==> config.mk <==
export PLATFORM = sky130hd
export DESIGN_NAME = game_history_stack_flat
export DESIGN_NICKNAME = d
export VERILOG_FILES = /design/src/rtl/game_history_stack_if.sv /design/src/rtl/game_history_stack.sv /design/src/flat_wrapper.sv
export SDC_FILE = /design/constraint.sdc
export NUM_CORES = 1
export LEC_CHECK = 0
export CAP_MARGIN = 10
export CORE_MARGIN = 2
export CORE_UTILIZATION = 45
export DETAILED_ROUTE_END_ITERATION = 10
export PLACE_DENSITY_LB_ADDON = 0.1
export SYNTH_ARGS = -nofsm -noshare
export SYNTH_HDL_FRONTEND = slang
export SYNTH_SLANG_ARGS = --single-unit
==> constraint.sdc <==
create_clock -name clk -period 14.7 [get_ports clk]
set_input_delay 2.94 -clock clk [delete_from_list [all_inputs] [get_ports clk]]
set_output_delay 2.94 -clock clk [all_outputs]
set_load 0.01 [all_outputs]
==> src/rtl/game_history_stack_if.sv <==
// game_history_stack_if: undo-history bus between game_controller (master) and game_history_stack (slave)
interface game_history_stack_if #(
  parameter int W  = 134,
  parameter int AW = 3
);
  logic         clear;
  logic         push;
  logic [W-1:0] push_state;
  logic         pop;
  logic [W-1:0] pop_state;
  logic         pop_valid;
  logic         pop_nack;
  logic         real_retract;
  logic         full;
  logic [AW:0]  count;
  modport master (
    output clear, push, push_state, pop,
    input  pop_state, pop_valid, pop_nack, real_retract, full, count
  );
  modport slave (
    input  clear, push, push_state, pop,
    output pop_state, pop_valid, pop_nack, real_retract, full, count
  );
endinterface

==> src/rtl/game_history_stack.sv <==
// game_history_stack: bounded LIFO ring of game_state snapshots (clk, reset, bus s: clear/push/pop in, pop_state/pop_valid/pop_nack/real_retract/full/count out)
module game_history_stack #(
  parameter int W     = 134,
  parameter int DEPTH = 8,
  parameter int AW    = 3
) (
  input logic clk,
  input logic reset,
  game_history_stack_if.slave s
);
  logic [W-1:0]  mem [DEPTH];
  logic [AW-1:0] wr_ptr;
  logic [AW:0]   cnt;
  logic [W-1:0]  pop_state;
  logic          pop_valid;
  logic          pop_nack;
  logic          full;
  logic [AW-1:0] rd_ptr;
  assign full           = cnt == (AW+1)'(DEPTH);
  assign rd_ptr         = wr_ptr - AW'(1);
  assign s.count        = cnt;
  assign s.full         = full;
  assign s.real_retract = cnt != '0;
  assign s.pop_state    = pop_state;
  assign s.pop_valid    = pop_valid;
  assign s.pop_nack     = pop_nack;
  always_ff @(posedge clk)
    if (!reset && !s.clear && s.push) mem[wr_ptr] <= s.push_state;
  always_ff @(posedge clk or posedge reset) begin
    if (reset) begin
      wr_ptr    <= '0;
      cnt       <= '0;
      pop_state <= '0;
      pop_valid <= 1'b0;
      pop_nack  <= 1'b0;
    end else begin
      pop_valid <= 1'b0;
      pop_nack  <= 1'b0;
      if (s.clear) begin
        wr_ptr <= '0;
        cnt    <= '0;
      end else if (s.push) begin
        wr_ptr <= wr_ptr + AW'(1);
        cnt    <= full ? cnt : cnt + (AW+1)'(1);
      end else if (s.pop) begin
        if (cnt != '0) begin
          wr_ptr    <= rd_ptr;
          cnt       <= cnt - (AW+1)'(1);
          pop_state <= mem[rd_ptr];
          pop_valid <= 1'b1;
        end else begin
          pop_nack <= 1'b1;
        end
      end
    end
  end
endmodule

==> src/flat_wrapper.sv <==
// flat-port wrapper written by rule: the top's interface ports become plain ports
module game_history_stack_flat 
#(
  parameter int W     = 134,
  parameter int DEPTH = 8,
  parameter int AW    = 3
)
  (clk, reset, s_clear, s_push, s_push_state, s_pop, s_pop_state, s_pop_valid, s_pop_nack, s_real_retract, s_full, s_count);
  game_history_stack_if #(.W(W), .AW(AW)) s_i ();
  input logic clk;
  input logic reset;
  input wire logic [$bits(s_i.clear)-1:0] s_clear;
  input wire logic [$bits(s_i.push)-1:0] s_push;
  input wire logic [$bits(s_i.push_state)-1:0] s_push_state;
  input wire logic [$bits(s_i.pop)-1:0] s_pop;
  output wire logic [$bits(s_i.pop_state)-1:0] s_pop_state;
  output wire logic [$bits(s_i.pop_valid)-1:0] s_pop_valid;
  output wire logic [$bits(s_i.pop_nack)-1:0] s_pop_nack;
  output wire logic [$bits(s_i.real_retract)-1:0] s_real_retract;
  output wire logic [$bits(s_i.full)-1:0] s_full;
  output wire logic [$bits(s_i.count)-1:0] s_count;
  assign s_i.clear = s_clear;
  assign s_i.push = s_push;
  assign s_i.push_state = s_push_state;
  assign s_i.pop = s_pop;
  assign s_pop_state = s_i.pop_state;
  assign s_pop_valid = s_i.pop_valid;
  assign s_pop_nack = s_i.pop_nack;
  assign s_real_retract = s_i.real_retract;
  assign s_full = s_i.full;
  assign s_count = s_i.count;
  game_history_stack #(.W(W), .DEPTH(DEPTH), .AW(AW)) u_core (.clk(clk), .reset(reset), .s(s_i));
endmodule
==> impl_metrics.json <==
{
  "run_status": "completed",
  "synth-edff-count": 1072,
  "gpl.final_weighted_congestion": 0.724,
  "mostFrequentLayoutCells": "edfxtp_1 (1072), mux2_2 (534), clkdlybuf4s50_1 (280)",
  "post-route-min-period_ps": 5980,
  "n_fill_cell": 8123,
  "postSynthAreaPerCell_sq_um": 18.6,
  "crit_fanout": 45,
  "drt-wirelength-per-cell_um": 25.8,
  "drive_gt1_frac": 0.293,
  "count_of_hold_fix_buffers_inserted_at_cts": 0,
  "hpwlAfterDp_um": 56800,
  "boundaryPins": 281,
  "cts.repair.resized": 0,
  "setup-tns-final_ps": 0,
  "dp.cells": 4050,
  "tritoncts_buffers": 130,
  "synthDominantCellAreaShare": 0.690,
  "global_router_s_overall_resource_usage": 0.207,
  "ys_seq_elements": 1215,
  "drt.antenna.violating_nets": 0,
  "yosys.cell_types.count": 39,
  "final_min_period_over_clock_period": 0.407,
  "startpoint_type": "primary input",
  "clock_tree.root_cell": "clkbuf_16",
  "grt_pass1_wl_um": 163000,
  "hold_depth": 2,
  "vertical_die_dimension_um": 326,
  "yosysTopAreaCell": "edfxtp_1",
  "vias": 23800,
  "achievable-frequency_ghz": 0.167,
  "drt_iter0_markers": 1470,
  "ys_top_cells_by_area": "edfxtp_1 (69%), mux2_2 (13%), dfrtp_1 (7.7%)",
  "worst_r2r_endpoint": "u_core.s.pop_state[71]$_DFFE_PP0P_",
  "path_class": "in -> reg",
  "worstHoldPathType": "reg -> reg",
  "synth.yosys.seq_area_share": 0.767,
  "clockBufferDepth": 3,
  "finalNonFillerCells": 4291,
  "power-per-cell-area_mw_per_mm2": 182,
  "grt.overflow.total": 0,
  "maxCapViolations": 0,
  "area_delta_synth_final_pct": 18.1,
  "required_ps": 15040,
  "final_design_area_no_fill_sq_mm": 0.0551,
  "synth_nets": 2651,
  "nNetsFinal": 2946,
  "finalSetupViolCount": 0,
  "port_buffers": 280,
  "netlist_area_sq_mm": 0.0466,
  "hold_end": "u_core.s.pop_state[74]$_DFFE_PP0P_",
  "maximum_number_of_pins_on_one_net_before_global_route_repair": 170,
  "cts.repair_timing.setup_buffer_count": 0,
  "dominantRegCellSynth": "edfxtp_1",
  "drc": 0,
  "drt-pass1-iter-count": 5,
  "hold_slack_ps": 472,
  "critical_path_arrival_ps": 6320,
  "antenna_found_initial": 16,
  "path_clk_slew_ps": 60,
  "design.die.area_sq_mm": 0.106,
  "worst_r2r_startpoint": "u_core.wr_ptr[0]$_DFFE_PP0P_",
  "syn-instance-count": 2507,
  "row_count": 118,
  "power.ir.vdd_worst_v": 0.000170,
  "cts_tree": "done",
  "power.static_leakage_nw": 18.2,
  "unrepaired_setup_endpoints_after_global_routing": "false",
  "multi_input_comb_area_sq_mm": 0.0101,
  "h-tree-depth": 4,
  "clock-skew-final_ps": 30.4,
  "r2r_slack_ps": 9820,
  "endpoint_kind": "flop",
  "initial_utilization": 0.452,
  "slew_headroom": 0.162,
  "yosys_warnings": 0,
  "postSynth.asyncResetShare": 0.118,
  "core_area_sq_mm": 0.103,
  "area.sequential_sq_mm": 0.0358,
  "horiz_die_dim_um": 326,
  "drt-total-wl_um": 111000,
  "worstMarginPinSlew_ps": 1260,
  "routed_via_density": 5.55,
  "postPlaceCellArea_sq_mm": 0.0508,
  "logic_depth_of_the_worst_register_to_register_path": 7,
  "min_from": "u_core.s.pop_state[74]$_DFFE_PP0P_",
  "timing.final.max_slew_violations": 0,
  "hold_violations": 0,
  "final_common_cell": "edfxtp_1",
  "cts.sinks": 1215,
  "vias_in_the_first_global_route": 25300,
  "clk-insertion-delay-late_ps": 720
}
[synth_stat cells (3+ instances only)]
master,n
a211oi_1,4
a21oi_1,4
buf_1,10
buf_2,43
buf_4,11
buf_6,16
clkbuf_1,69
dfrtp_1,143
edfxtp_1,1072
ha_1,4
inv_1,6
mux2_2,534
nand2_1,142
nor2_1,13
o22ai_1,267
o31ai_1,53
o31ai_2,80
or4_1,3
xnor2_1,3
xor2_1,3
[area by class of cell]
cell class / instances / area share
clock buffer: 196 / 0.0705
antenna: 6 / 0.000273
multi-input combinational: 1135 / 0.184
clock inverter: 39 / 0.00668
tap: 1380 / 0.0314
inverter: 7 / 0.000568
timing repair buffer: 313 / 0.0568
sequential: 1215 / 0.650
[registers in the layout (all words and copies together) (netlist names)]
register / cells
u_core.s.count: 4
u_core.s.pop_nack: 1
u_core.wr_ptr: 3
u_core.s.pop_state: 134
u_core.mem: 1072
u_core.s.pop_valid: 1
[critical path, cell delays in order]
cell and delay, ps:
clkdlybuf4s50_1 710, inv_1 250, or4_1 700, nor2_4 530
buf_4 430, buf_4 700
[how the worst max path moves through the flow]
stage,startpoint,slack (ps),endpoint,cells after the start
3_3_place_gp,s_push,8010,u_core.mem[1][3]$_DFFE_PP_,6
3_5_place_dp,s_push,7940,u_core.mem[5][113]$_DFFE_PP_,6
4_1_cts,s_push,8700,u_core.mem[5][118]$_DFFE_PP_,6
5_1_grt,s_push,8550,u_core.mem[5][8]$_DFFE_PP_,6
2_1_floorplan,s_push,1090,u_core.mem[0][0]$_DFFE_PP_,4
6_report,s_push,8720,u_core.mem[5][113]$_DFFE_PP_,6
[power by group]
| part | total (W) | leakage (nW) | switching [W] | internal, W |
|---|---|---|---|---|
| clock | 0.00320 | 2.08 | 0.00127 | 0.00193 |
| sequential | 0.00419 | 11.4 | 0.000187 | 0.00400 |
| combinational | 0.00265 | 4.65 | 0.00142 | 0.00123 |
| total | 0.0100 | 18.2 | 0.00288 | 0.00716 |
[layer usage]
layer / vias up / GRT usage / wire, um
met2: 571 / 0.341 / 53900
met5: - / 0 / 145
li1: 10600 / - / -
met1: 12500 / 0.275 / 48100
met4: 22 / 0.0595 / 1850
met3: 142 / 0.0512 / 6610
[cell families after synthesis]
family | share of synthesized area
buf+inv | 0.0176
flops | 0.767
xor+xnor | 0.00113
fa+ha+maj | 0.00150
compound gates | 0.0679
mux | 0.129
simple gates | 0.0154
[metrics by stage]
stage	total power, W	setup slack (ps)	utilization
floorplan	0.00594	1090	-
global placement	0.00692	8010	0.492
detailed placement	0.00696	7940	0.492
CTS	0.0102	8700	0.533
global route	0.0105	8550	0.533
finish	0.0100	8720	0.533
(Power assumes the default switching activity.)
